===== src/rtl/gpu_op_arbiter_pkg.sv =====
// Shared GPU op definitions plus the types and helpers used by the op-FIFO
// write-port arbiter.
//   gpu_op_t         : one GPU draw/control op as written into the op FIFO
//   arb_state_e      : arbiter FSM state
//   onehot_to_index  : index of the set bit of a one-hot vector (up to 8 bits)
package gpu_op_arbiter_pkg;

  typedef struct packed {
    logic [3:0] opcode;
    logic [9:0] x;
    logic [9:0] y;
    logic [7:0] color;
  } gpu_op_t;

  typedef enum logic [0:0] {
    ARB_IDLE  = 1'b0,
    ARB_GRANT = 1'b1
  } arb_state_e;

  localparam int MAX_REQ = 8;

  function automatic logic [2:0] onehot_to_index(input logic [MAX_REQ-1:0] oh);
    logic [2:0] idx;
    idx = '0;
    for (int i = 0; i < MAX_REQ; i++) begin
      if (oh[i]) idx = 3'(i);
    end
    return idx;
  endfunction

endpackage


===== src/rtl/gpu_op_arbiter_rr_picker.sv =====
// Combinational round-robin picker.
//   req   : request mask, one bit per requester
//   ptr   : index of the most recently served requester
//   pick  : one-hot winner, first set bit scanning ptr+1, ptr+2, ... mod N
//   found : at least one request was present
module rr_picker #(
  parameter int N     = 2,
  parameter int PTR_W = 1
) (
  input  logic [N-1:0]     req,
  input  logic [PTR_W-1:0] ptr,
  output logic [N-1:0]     pick,
  output logic             found
);

  logic [PTR_W-1:0] idx;

  // Wrap by explicit compare so non-power-of-two N is handled correctly.
  always_comb begin
    pick  = '0;
    found = 1'b0;
    idx   = ptr;
    for (int k = 0; k < N; k++) begin
      idx = (idx == PTR_W'(N - 1)) ? '0 : idx + PTR_W'(1);
      if (!found && req[idx]) begin
        pick[idx] = 1'b1;
        found     = 1'b1;
      end
    end
  end

endmodule


===== src/rtl/gpu_op_arbiter.sv =====
// Round-robin arbiter sharing the single GPU op FIFO write port between
// REQ_COUNT producers. A grant is locked until the owner's op flagged last
// is accepted, so multi-op draws are never interleaved. A watchdog frees a
// lock that sits idle for LOCK_TIMEOUT cycles.
//   clk, rst_n     : clock, asynchronous active-low reset
//   ce             : clock enable for state, counters and rr pointer
//   req_valid/op/last, req_ready : per-requester valid/ready handshake
//   op, op_wr_en, op_full        : registered FIFO write port
//   grant, busy, status_timeout  : owner one-hot, in-GRANT flag, sticky timeout
module gpu_op_arbiter
  import gpu_op_arbiter_pkg::*;
#(
  parameter int REQ_COUNT    = 2,
  parameter int LOCK_TIMEOUT = 1024,
  parameter int TIMEOUT_W    = $clog2(LOCK_TIMEOUT + 1)
) (
  input  logic                 clk,
  input  logic                 rst_n,
  input  logic                 ce,
  input  logic [REQ_COUNT-1:0] req_valid,
  input  gpu_op_t              req_op [REQ_COUNT],
  input  logic [REQ_COUNT-1:0] req_last,
  output logic [REQ_COUNT-1:0] req_ready,
  output gpu_op_t              op,
  output logic                 op_wr_en,
  input  logic                 op_full,
  output logic [REQ_COUNT-1:0] grant,
  output logic                 busy,
  output logic                 status_timeout
);

  localparam int PTR_W = (REQ_COUNT > 1) ? $clog2(REQ_COUNT) : 1;

  arb_state_e           state_q, state_d;
  logic [REQ_COUNT-1:0] grant_q, grant_d;
  logic [PTR_W-1:0]     rr_ptr_q, rr_ptr_d;
  logic [TIMEOUT_W-1:0] idle_cnt_q, idle_cnt_d;
  logic                 timeout_q, timeout_d;
  gpu_op_t              op_p1_q, op_p1_d;
  logic                 vld_p1_q, vld_p1_d;

  logic [REQ_COUNT-1:0] pick;
  logic                 pick_found;
  logic                 ready_en;
  logic                 xfer;
  logic                 owner_last;
  logic [PTR_W-1:0]     owner_idx;
  gpu_op_t              owner_op;

  rr_picker #(
    .N     (REQ_COUNT),
    .PTR_W (PTR_W)
  ) u_rr_picker (
    .req   (req_valid),
    .ptr   (rr_ptr_q),
    .pick  (pick),
    .found (pick_found)
  );

  // Blocking on a pending write keeps op_full current for a registered-full FIFO.
  assign ready_en   = (state_q == ARB_GRANT) && ce && !op_full && !vld_p1_q;
  assign req_ready  = ready_en ? grant_q : '0;
  assign xfer       = |(req_ready & req_valid);
  assign owner_last = |(grant_q & req_last);
  assign owner_idx  = PTR_W'(onehot_to_index(MAX_REQ'(grant_q)));

  always_comb begin
    owner_op = '0;
    for (int i = 0; i < REQ_COUNT; i++) begin
      if (grant_q[i]) owner_op = req_op[i];
    end
  end

  always_comb begin
    state_d    = state_q;
    grant_d    = grant_q;
    rr_ptr_d   = rr_ptr_q;
    idle_cnt_d = idle_cnt_q;
    timeout_d  = timeout_q;
    op_p1_d    = op_p1_q;
    vld_p1_d   = 1'b0;

    if (xfer) begin
      op_p1_d  = owner_op;
      vld_p1_d = 1'b1;
    end

    if (ce) begin
      case (state_q)
        ARB_IDLE: begin
          if (pick_found) begin
            grant_d    = pick;
            state_d    = ARB_GRANT;
            idle_cnt_d = '0;
          end
        end
        ARB_GRANT: begin
          if (xfer) begin
            idle_cnt_d = '0;
            if (owner_last) begin
              state_d  = ARB_IDLE;
              rr_ptr_d = owner_idx;
              grant_d  = '0;
            end
          end else if (idle_cnt_q == TIMEOUT_W'(LOCK_TIMEOUT - 1)) begin
            // Stalled lock: release it and charge the turn to the owner.
            state_d   = ARB_IDLE;
            rr_ptr_d  = owner_idx;
            grant_d   = '0;
            timeout_d = 1'b1;
          end else if (idle_cnt_q != '1) begin
            idle_cnt_d = idle_cnt_q + TIMEOUT_W'(1);
          end
        end
        default: state_d = ARB_IDLE;
      endcase
    end
  end

  // ---- stage p1: FSM state and registered FIFO write ----
  always_ff @(posedge clk or negedge rst_n) begin
    if (!rst_n) begin
      state_q    <= ARB_IDLE;
      grant_q    <= '0;
      rr_ptr_q   <= PTR_W'(REQ_COUNT - 1);
      idle_cnt_q <= '0;
      timeout_q  <= 1'b0;
      op_p1_q    <= '0;
      vld_p1_q   <= 1'b0;
    end else begin
      state_q    <= state_d;
      grant_q    <= grant_d;
      rr_ptr_q   <= rr_ptr_d;
      idle_cnt_q <= idle_cnt_d;
      timeout_q  <= timeout_d;
      op_p1_q    <= op_p1_d;
      vld_p1_q   <= vld_p1_d;
    end
  end

  assign op             = op_p1_q;
  assign op_wr_en       = vld_p1_q;
  assign grant          = grant_q;
  assign busy           = (state_q == ARB_GRANT);
  assign status_timeout = timeout_q;

endmodule


===== config.mk =====
export PLATFORM = sky130hd
export DESIGN_NAME = gpu_op_arbiter
export DESIGN_NICKNAME = d
export VERILOG_FILES = /design/src/rtl/gpu_op_arbiter_pkg.sv /design/src/rtl/gpu_op_arbiter_rr_picker.sv /design/src/rtl/gpu_op_arbiter.sv
export SDC_FILE = /design/constraint.sdc
export NUM_CORES = 1
export LEC_CHECK = 0
export ABC_AREA = 1
export CAP_MARGIN = 40
export CORE_ASPECT_RATIO = 1.5
export CORE_MARGIN = 5
export CORE_UTILIZATION = 46
export DETAILED_ROUTE_END_ITERATION = 10
export PLACE_DENSITY = 0.89
export SYNTH_ARGS = -nofsm -noshare
export SYNTH_HDL_FRONTEND = slang
export SYNTH_SLANG_ARGS = --single-unit

===== constraint.sdc =====
create_clock -name clk -period 2.1 [get_ports clk]
set_input_delay 0.21 -clock clk [delete_from_list [all_inputs] [get_ports clk]]
set_output_delay 0.21 -clock clk [all_outputs]
set_load 0.02 [all_outputs]

==> out/summary.md, run 1 <==
The most used standard cell by instance count after synthesis was nand2_1. For this configuration, the core starts out at a cell density of 47.2%. Routed length per placed instance: 15.0 um. Setup repair after global routing left no endpoint under its margin. The clock passes through at most 2 buffers. The post-synthesis average cell area is 7.99 um2, and the share of flip-flops with an asynchronous set or reset is 100%. The signal on the critical path passes through nand2_1 -> inv_2 -> nand2_1 -> nor2_1 -> clkdlybuf4s50_1. For the diode insertion count for antenna repair, the log shows 0. In this run, synthesis inferred 0 flip-flops with an integrated enable.

The worst hold path belongs to the class input pin to asynchronous set/reset pin. The clock slew seen by the registers of the worst setup and hold paths is 90 ps, and the global-route wire length before repair is 11.9 mm. The initial antenna violation count came out at 0.

In this run the critical register-to-register path is launched from idle_cnt_q[0]. The sum of overflow across all layers after global routing was 0; the gate count of the mapped netlist was 322. The max-cap violation count came out at 0. Ranked by total cell area, the synthesized netlist is headed by dfrtp_1, nand2_1, nand3_1.

The kind of cell with the highest combined delay on the critical path is buffers and inverters. The number of pins exceeding their max-slew limit in the final report was 0. The worst stage delay on the critical path works out to 610 ps. Power spread over the standard cell area amounts to 1110 mW/mm2. Counting flops and latches in the post-synthesis netlist gives 49. The via count of the first global-routing pass was 2599. In this run the cell area measured after placement is 0.00371 mm2. In this run the standard cell core region covers 0.00545 mm2. The launching element type of the critical path is a flop. The final-report setup violation count was 0; the via count was 2656. Summed over all cells, the static leakage comes to 0.00157 uW. The critical path starts at busy. Dividing the final minimum period by the clock period gives 92.4%. The number of I/O pins was 111. Buffers inserted during clock tree synthesis total 5.

After clock tree synthesis, the setup repair step added 0 buffers. The routed design could run at a clock period as short as 1940 ps. Compared with the post-synthesis result, the final layout area differs by 50.0%. Derived from the worst setup path, the maximum achievable clock frequency is 515 MHz. The synthesized netlist contains 28 unique library cells. The portion of synthesized cell area occupied by the leading cell type works out to 46.7%.

The cell area that synthesis handed to floorplanning was 0.00257 mm2. From bottom edge to top edge, the die measures 102 um. The post-route netlist has 6.76% of its cells at a drive strength greater than 1. The nature of the critical path endpoint is an output pin. The worst-case IR drop observed on VDD is 0.775 mV. Clock latency at the later pin of the worst-skew pair: 300 ps. The cell area after layout is 0.00386 mm2. For this run, the detailed router's first-pass iteration total came to 4. At the worst endpoint, the required time is 1890 ps.

The largest net degree at the start of global routing is 37, and the maximum fanout encountered on the critical timing path is 8. TritonCTS built the clock tree. The run gives 0.00722 mm2 as the die area. Cell type with the highest aggregate area in the netlist: dfrtp_1.

The H-tree depth is 2, and the total number of nets in the final design is 501. The critical path is of the flop to output pin type. For the standard-cell row count, the log shows 33. Counting stages on the worst path, the most repeated cell is nand2_1.

The logs give 5.51 mm for the half-perimeter wire length after placement and 0 for the number of antenna-violating nets in the routed design. Count of unresolved DRC violations after routing: 0. In this run the tool buffered the top-level ports with 110 buffer cells. The most used flip-flop cell after synthesis is dfrtp_1. For the final database, setup skew stands at 11.6 ps. The run gives 395 as the synthesized netlist net count. The cell at the root of the clock tree was clkbuf_8. The ratio of routed vias to standard cells was 5.32. The tools report the number of warnings issued by yosys as 0.

The slowest stage of the critical path is the clkdlybuf4s50_1 cell. Fill cells in the final layout number 440. Die span in x: 71.0 um. Global routing used 20.6% of the available tracks. Headroom to the max-slew limit came out at 64.5%.

Data arrives at the worst endpoint at 1730 ps. Sequential elements use 47.7% of the synthesized area. The number of buffers and inverters on the critical path is 2. The run finished with clean final reports. At the pin with the least slew margin, the transition time is 533 ps.

Sorting the synthesized cells by how often they occur yields nand2_1, nand3_1, dfrtp_1, nor2_1, a31oi_1. For this block, the routed nets add up to 7.47 mm of wire. The number of failing hold endpoints at the final stage was 0; the violation count after the first detailed-route iteration was 190. For the setup TNS after final layout, the log shows 0 ps.

The final RePlAce weighted congestion is 0.903, and the number of sinks driven by the clock tree is 49.
==> cells in the final DEF, fill, tap and decap left out, types with 3 or more instances in the layout <==
cell type / n
nand4_1: 3
a21oi_1: 3
xor2_1: 4
nor2_1: 47
inv_2: 3
buf_4: 7
nand3_1: 52
clkdlybuf4s50_1: 109
nand2_4: 3
inv_1: 13
a31oi_1: 31
o21ai_0: 7
clkbuf_8: 5
nand2_1: 71
nor3_1: 4
dfrtp_1: 47
==> worst paths after layout <==
| kind | to | slack (ps) | depth (start not counted) |
|---|---|---|---|
| max | req_ready[0] | 160 | 5 |
| min | idle_cnt_q[3] | 430 | 2 |
| max reg2reg | idle_cnt_q[2] | 310 | 8 |
| min reg2reg | status_timeout | 490 | 1 |
| max in group asynchronous | op[9] | 1070 | 3 |
| min in group clk | op[26] | 470 | 3 |
==> layer usage <==
| metal | GRT usage [%] | vias up | wire length (um) |
|---|---|---|---|
| met2 | 38.0 | 105 | 4030 |
| met1 | 22.8 | 1240 | 2720 |
| li1 | - | 1291 | - |
| met5 | 0 | - | 0 |
| met3 | 3.97 | 20 | 448 |
| met4 | 8.97 | 0 | 269 |
==> kinds of logic after synthesis <==
family | Yosys count | synth area share [%]
XOR/XNOR | 5 | 1.70
adder cells (fa/ha/maj) | 1 | 0.487
flip-flops | 49 | 47.7
buffers and inverters | 37 | 6.96
AO/OA/AOI/OAI | 46 | 10.8
AND/OR/NAND/NOR | 184 | 32.3
==> sequential cells by signal, summed over array words and instances (netlist names) <==
register	cells
status_timeout	1
busy	1
op_wr_en	1
grant	2
op	32
rr_ptr_q	1
idle_cnt_q	11
==> where the power goes <==
part           leakage, uW  internal [uW]  total, uW  switching (uW)
sequential        0.000607           1310       1580             264
clock            0.0000681            473        779             306
combinational     0.000891            943       1940             999
==> what timing repair did <==
action | 4_1_cts | 5_1_grt
resized for setup | 0 | 1
hold buffers | 1 | 0
endpoints found under the hold margin | 21 | 0
setup endpoints to repair | 0 | 2
==> layout make-up <==
class                           count  area [um2]  area share, %
Sequential cell                    49        1230           31.9
Timing Repair Buffer              119        1180           30.6
Multi-Input combinational cell    236        1160           30.2
Tap cell                           70        87.6           2.27
Clock buffer                        5        68.8           1.78
Clock inverter                      3        65.1           1.69
Inverter                           17        63.8           1.65
==> metrics by stage <==
stage | utilization (%) | hold slack, ps | setup WS (ps) | power (uW) | std cells
final | 70.8 | 427 | 160 | 4300 | 499
after CTS | 70.8 | 444 | 72.6 | 4340 | 499
after floorplan | - | -85.6 | 587 | 2550 | 322
after detailed placement | 68.1 | 224 | 179 | 3550 | 490
after global routing | 70.8 | 472 | 33.8 | 4540 | 499
after global placement | 68.1 | 213 | 214 | 3480 | 490
No activity file was read; power rests on OpenSTA's default activity.
==> inputs of run 2 (changes only) <==
--- a/config.mk
+++ b/config.mk
@@ -9,9 +9,10 @@
 export CAP_MARGIN = 40
 export CORE_ASPECT_RATIO = 1.5
 export CORE_MARGIN = 5
-export CORE_UTILIZATION = 46
+export CORE_UTILIZATION = 42
 export DETAILED_ROUTE_END_ITERATION = 10
-export PLACE_DENSITY = 0.89
+export PLACE_DENSITY = 0.83
+export SLEW_MARGIN = 10
 export SYNTH_ARGS = -nofsm -noshare
 export SYNTH_HDL_FRONTEND = slang
 export SYNTH_SLANG_ARGS = --single-unit
==> constraint.sdc (replaced) <==
create_clock -name clk -period 2 [get_ports clk]
set_input_delay 0.2 -clock clk [delete_from_list [all_inputs] [get_ports clk]]
set_output_delay 0.2 -clock clk [all_outputs]
set_load 0.02 [all_outputs]
==> run 2 against run 1 <==
Net effect: non-clock buffer count is 3 higher; count of clock-buffer cells in the layout stayed put; critical path depth rose by 1; die area rose by 8.4%; hold slack worse by 68 ps; routed wire length rose by 4.9%; cell count rose by 1.4%; worst setup slack lost 63 ps.
==> out/summary.md, run 2 (same netlist as run 1, synthesis figures left out) <==
The ratio of routed vias to standard cells is 5.33 (was 5.32). The tools report the final RePlAce weighted congestion as 0.935 (was 0.903). Violation count after the first detailed-route iteration: 234 (was 190). Relative area change from synthesis to final layout: 51.5% (was 50.0%). The die area was 0.00782 mm2 (was 0.00722 mm2).

The run gives 64.5% (was 70.8%) as the utilization of the core after routing. The die span in x was 73.9 um (was 71.0 um). For the multi-input combinational cell area, the log shows 0.00116 mm2 (unchanged). The power density over cell area is 1160 mW/mm2 (was 1110 mW/mm2), and the count of input and output buffers is 110 (unchanged).

The launching element type of the critical path is an input pin (was a flop). The flow ran to the end, and the final reports show no timing, DRC or antenna violations. TritonCTS built the clock tree. The final setup skew is 14.9 ps (was 11.6 ps).

The tools report the end of the worst register-to-register path as idle_cnt_q[5] (was idle_cnt_q[2]). The number of failing hold endpoints at the final stage is 0 (unchanged). The routed length per placed instance was 15.5 um (was 15.0 um); the standard-cell row count was 35 (was 33).

The most common cell after layout, fill and taps aside was clkdlybuf4s50_1 (unchanged). The logs give 0 (unchanged) for the final-report setup violation count and 0 ps (unchanged) for the setup TNS after final layout. For the global-route wire length before repair, the log shows 12.6 mm (was 11.9 mm). The post-cts resize count was 0 (unchanged). The required arrival time at the worst endpoint was 1800 ps (was 1890 ps); the number of buffers created by CTS was 5 (unchanged).

The tools report the arrival time at the worst endpoint as 1700 ps (was 1730 ps). Setup repair after global routing left no endpoint under its margin. Total detailed-routing wirelength: 7.84 mm (was 7.47 mm). Nature of the critical path endpoint: an output pin (unchanged). The logs give 0.00158 uW (was 0.00157 uW) for the leakage power figure and 0 (unchanged) for the count of unresolved DRC violations after routing. Class of the worst hold path: input pin to asynchronous set/reset pin (unchanged). The logs give 72.0% (was 64.5%) for the tightest slew margin relative to the limit and 111 (unchanged) for the number of I/O pins. The worst IR drop on VDD is 0.659 mV (was 0.775 mV), and the number of antenna-violating nets in the routed design is 0 (unchanged).

The total number of nets in the final design came out at 504 (was 501). For the clock latency at the later pin of the worst-skew pair, the log shows 300 ps (about the same). The run gives 0 (unchanged) as the number of pins exceeding their max-slew limit in the final report. The buffer depth of the longest clock path is 2 (unchanged). The clock slew seen by the registers of the worst setup and hold paths is 100 ps (was 90 ps).

Via count: 2697 (was 2656). The tools report the diode insertion count for antenna repair as 0 (unchanged). For the first-pass detailed-route iteration total, the log shows 4 (unchanged). The worst path in the final design needs a cycle of 1900 ps, including I/O delays and setup. The worst flop-to-flop path startpoint is idle_cnt_q[0] (unchanged). The run gives 359 ps (was 427 ps) as the minimum hold slack. Most used cells in the layout excluding fill and tap cells: clkdlybuf4s50_1, nand2_1, nand3_1 (unchanged).

The worst-case reg-to-reg path depth was 8 (unchanged). For the largest net degree at the start of global routing, the log shows 36 (was 37). The tools report the final standard cell count with taps included and fillers excluded as 506 (was 499).

The area taken by flip-flops and latches was 0.00123 mm2 (about the same). The type of the worst setup path is input pin to output pin (was flop to output pin). The layout cell share with drive strength beyond 1 is 7.18% (was 6.76%). The initial core utilization was 42.5% (was 47.2%).

For the initial antenna violation count, the log shows 0 (unchanged). Maximum fanout encountered on the critical timing path: 5 (was 8). For the placeable core region, the log shows 0.00604 mm2 (was 0.00545 mm2). Static timing analysis puts the maximum clock frequency at 525 MHz. The number of sinks driven by the clock tree came out at 49 (unchanged). The worst slack at placement is 111 ps (was 179 ps). The number of filler instances in the final layout was 521 (was 440). The sum of overflow across all layers after global routing is 0 (unchanged).

The max-cap violation count is 0 (unchanged), and the overall routing resource usage is 20.3% (was 20.6%). The run gives 2 (unchanged) as the H-tree depth. The half-perimeter wire length after placement was 5.92 mm (was 5.51 mm). The cell at the root of the clock tree was clkbuf_8 (unchanged).

The number of flip-flops in the largest register was 32 (unchanged); the ratio of final minimum period to clock period was 95.2%. The y dimension of the die was 106 um (was 102 um). The least setup slack across all paths after layout was 96.7 ps (was 160 ps). The setup slack of the worst register-to-register path was 180 ps (was 310 ps); the via count of the first global-routing pass was 2719 (was 2599). The worst-margin pin slew is 421 ps (was 533 ps), and the total placed cells including tap cells is 497 (was 490).
run 2: cell types whose count changed in the layout (fill, tap and decap cells not counted):
cell,change
buf_4,+2
buf_12,+1
dfrtp_2,-1
dfrtp_1,+1
run 2: per-layer routing:
layer / wire, um / track usage, % / vias up
li1: - / - / 1300
met1: 2830 / 22.4 / 1287
met2: 4350 / 37.5 / 93
met3: 443 / 2.96 / 17
met4: 213 / 7.90 / 0
met5: 0 / 0 / -
run 2: worst max path at each step:
stage / from / to / slack [ps]
floorplan: grant[0] / req_ready[0] / 500
global placement: ce / req_ready[0] / 130
detailed placement: ce / req_ready[0] / 110
CTS: ce / req_ready[0] / 110
global route: ce / req_ready[1] / 10
finish: ce / req_ready[1] / 100
run 2: power by group:
part | total (uW) | internal, uW | switching, uW
clock network | 825 | 497 | 328
logic | 2060 | 1000 | 1060
registers | 1650 | 1380 | 272
run 2: critical path, cell delays in order:
cell and delay, ps:
clkdlybuf4s50_1 500, nand2_1 70, inv_2 120, nand2_1 100, nor2_1 100, clkdlybuf4s50_1 610
run 2: cell type report:
type | count | area share (%)
flip-flops and latches | 49 | 31.5
clock buffers | 5 | 1.77
inverters | 17 | 1.64
clock inverters | 3 | 1.67
repair buffers | 122 | 31.1
multi-input cells | 236 | 29.9
well taps | 74 | 2.38
run 2: repair_timing:
action	in CTS	in global routing
hold buffers	1	0
buffers inserted	0	0
hold endpoints to repair	15	0
run 2: through the flow:
stage	total power (uW)	cell area, um2
floorplan	2680	2570
global placement	3680	3750
detailed placement	3740	3750
CTS	4580	3900
global route	4820	3900
finish	4540	3900
==> inputs of run 3 (changes only) <==
--- a/config.mk
+++ b/config.mk
@@ -12,6 +12,7 @@
 export CORE_UTILIZATION = 42
 export DETAILED_ROUTE_END_ITERATION = 10
 export PLACE_DENSITY = 0.83
+export RECOVER_POWER = 25
 export SLEW_MARGIN = 10
 export SYNTH_ARGS = -nofsm -noshare
 export SYNTH_HDL_FRONTEND = slang
==> run 3 against run 2 <==
Net effect: combinational power about the same; power barely moved; clock power hardly changed; clock skew barely moved; largest cell class unchanged; cell area decreased by 0.16%; via count fell by 0.33%; worst setup slack barely moved; critical endpoint unchanged.
==> out/summary.md, run 3 (same netlist as run 1, synthesis figures left out) <==
Most common cell after layout, fill and taps aside: clkdlybuf4s50_1 (unchanged). The top layer used by detailed routing was met4 (unchanged). The die area was 0.00782 mm2 (unchanged). The tools report the cell at the root of the clock tree as clkbuf_8 (unchanged).

The half-perimeter wire length after placement is 5.92 mm (unchanged), and the die span in x is 73.9 um (unchanged). Class of the worst hold path: input pin to flop (was input pin to asynchronous set/reset pin). The slowest stage cell on the critical path is clkdlybuf4s50_1 (unchanged). For the overall routing resource usage, the log shows 20.3% (unchanged). The upper clock frequency limit is 525 MHz (unchanged), and the clock slew seen by the registers of the worst setup and hold paths is 100 ps (about the same).

Worst IR drop on VDD: 0.658 mV (was 0.659 mV). The diode insertion count for antenna repair was 0 (unchanged); the arrival time at the worst endpoint was 1700 ps (about the same). The initial core utilization was 42.5% (unchanged); the tightest slew margin relative to the limit was 32.2% (was 72.0%). The first-pass detailed-route iteration total came out at 4 (unchanged).

The logs give 12.6 mm (unchanged) for the global-route wire length before repair and 2.85 mm (was 2.83 mm) for the wire length on met1. The logs give 7.84 mm (unchanged) for the total detailed-routing wirelength and 0 (unchanged) for the number of antenna-violating nets in the routed design. The post-route minimum period is 1900 ps (about the same), and the met2 wire length is 4.35 mm (unchanged). Leakage power figure: 0.00158 uW (about the same). The clock latency at the later pin of the worst-skew pair came out at 300 ps (about the same). Worst path cell trace: clkdlybuf4s50_1 -> nand2_1 -> inv_2 -> nand2_1 -> nor2_1 -> clkdlybuf4s50_1 (unchanged). The layout cell share with drive strength beyond 1 is 6.94% (was 7.18%). The worst-case reg-to-reg path depth was 8 (unchanged). The cell area after layout is 0.00389 mm2 (was 0.00390 mm2). The number of buffers created by CTS was 5 (unchanged); the initial antenna violation count was 0 (unchanged). The worst-margin pin slew works out to 1020 ps (was 421 ps). Number of pins exceeding their max-slew limit in the final report: 0 (unchanged). The detailed-routed wire length on met3 was 422 um (was 443 um).

The sum of overflow across all layers after global routing was 0 (unchanged); the via count was 2688 (was 2697). The utilization of the core after routing was 64.4% (was 64.5%). TritonCTS built the clock tree. The count of input and output buffers is 110 (unchanged). The routed length per placed instance is 15.5 um (unchanged), and the final setup skew is 15.3 ps (was 14.9 ps).

Relative area change from synthesis to final layout: 51.3% (was 51.5%). For the area after detailed placement, the log shows 0.00375 mm2 (unchanged). The run finished with clean final reports. The area taken by flip-flops and latches was 0.00123 mm2 (unchanged).

Setup repair after global routing left no endpoint under its margin. The maximum fanout encountered on the critical timing path works out to 5 (unchanged). The total number of nets in the final design was 504 (unchanged). The type of the worst setup path is input pin to output pin (unchanged). The number of flip-flops in the largest register is 32 (unchanged). The final RePlAce weighted congestion was 0.935 (unchanged); the placeable core region was 0.00604 mm2 (unchanged).

The post-cts resize count is 0 (unchanged), and the largest net degree at the start of global routing is 36 (unchanged). The violation count after the first detailed-route iteration is 233 (was 234), and the number of filler instances in the final layout is 523 (was 521). The number of I/O pins was 111 (unchanged). Most used cells in the layout excluding fill and tap cells: clkdlybuf4s50_1, nand2_1, nand3_1 (unchanged). Required arrival time at the worst endpoint: 1800 ps (about the same).

The tools report the final standard cell count with taps included and fillers excluded as 506 (unchanged). The number of sinks driven by the clock tree was 49 (unchanged). Nature of the critical path endpoint: an output pin (unchanged). The logs give 497 (unchanged) for the total placed cells including tap cells and 0 (unchanged) for the count of unresolved DRC violations after routing.

The logs give 0 (unchanged) for the number of failing hold endpoints at the final stage and 2719 (unchanged) for the via count of the first global-routing pass. The logs give 0 ps (unchanged) for the setup TNS after final layout and 0.00116 mm2 (unchanged) for the multi-input combinational cell area. Along the worst hold path, the cell count comes to 3.

The power density over cell area was 1170 mW/mm2 (was 1160 mW/mm2). The y dimension of the die was 106 um (unchanged). Standard-cell row count: 35 (unchanged). The run gives 2 (unchanged) as the buffer depth of the longest clock path.

The launching element type of the critical path is an input pin (unchanged). Max-cap violation count: 0 (unchanged). The final-report setup violation count was 0 (unchanged); the ratio of routed vias to standard cells was 5.31 (was 5.33). The ratio of final minimum period to clock period was 95.2% (about the same); the worst stage delay on the critical path was 610 ps (about the same). Total power: 4540 uW (about the same). The H-tree depth was 2 (unchanged).
[run 3: changes by cell type in the layout (fill, tap and decap cells not counted), sizes merged]
cell / change
buf: -3
clkbuf: +3
[run 3: critical path, delay by kind of cell]
family                 cells  cell delay, ps
buffers and inverters      3            1230
AND/OR/NAND/NOR            3             270
[run 3: path summary, 6_finish.rpt]
path / to / start / slack, ps
min in group asynchronous: op[7] / rst_n / 580
setup reg to reg: idle_cnt_q[5] / idle_cnt_q[0] / 190
hold reg to reg: rr_ptr_q / rr_ptr_q / 500
max in group asynchronous: idle_cnt_q[10] / rst_n / 420
hold / removal: op[27] / req_op[27] / 450
setup / recovery: req_ready[1] / ce / 100
[run 3: per-stage QoR]
stage	worst slack (ps)	hold WS [ps]
floorplan	497	-95.6
global placement	134	151
detailed placement	111	165
CTS	107	377
global route	12.8	449
finish	96.7	451
[run 3: cell type report]
type / count / share of cell area (%)
Clock buffer: 5 / 1.77
Clock inverter: 3 / 1.67
Inverter: 17 / 1.64
Multi-Input combinational cell: 236 / 29.9
Sequential cell: 49 / 31.6
Tap cell: 74 / 2.38
Timing Repair Buffer: 122 / 31.0
[run 3: power by group]
part | internal (uW) | total (uW) | switching, uW
Combinational | 1000 | 2060 | 1060
Clock | 497 | 825 | 328
Sequential | 1380 | 1650 | 272
[run 3: timing repair]
action,CTS,global route
buffers inserted,0,0
hold endpoints to repair,15,0
hold buffers,1,0
[run 3: metal layers]
layer	global-route usage (%)	up-vias
li1	-	1300
met1	22.4	1283
met2	37.5	88
met3	2.96	17
met4	7.90	0
met5	0	-
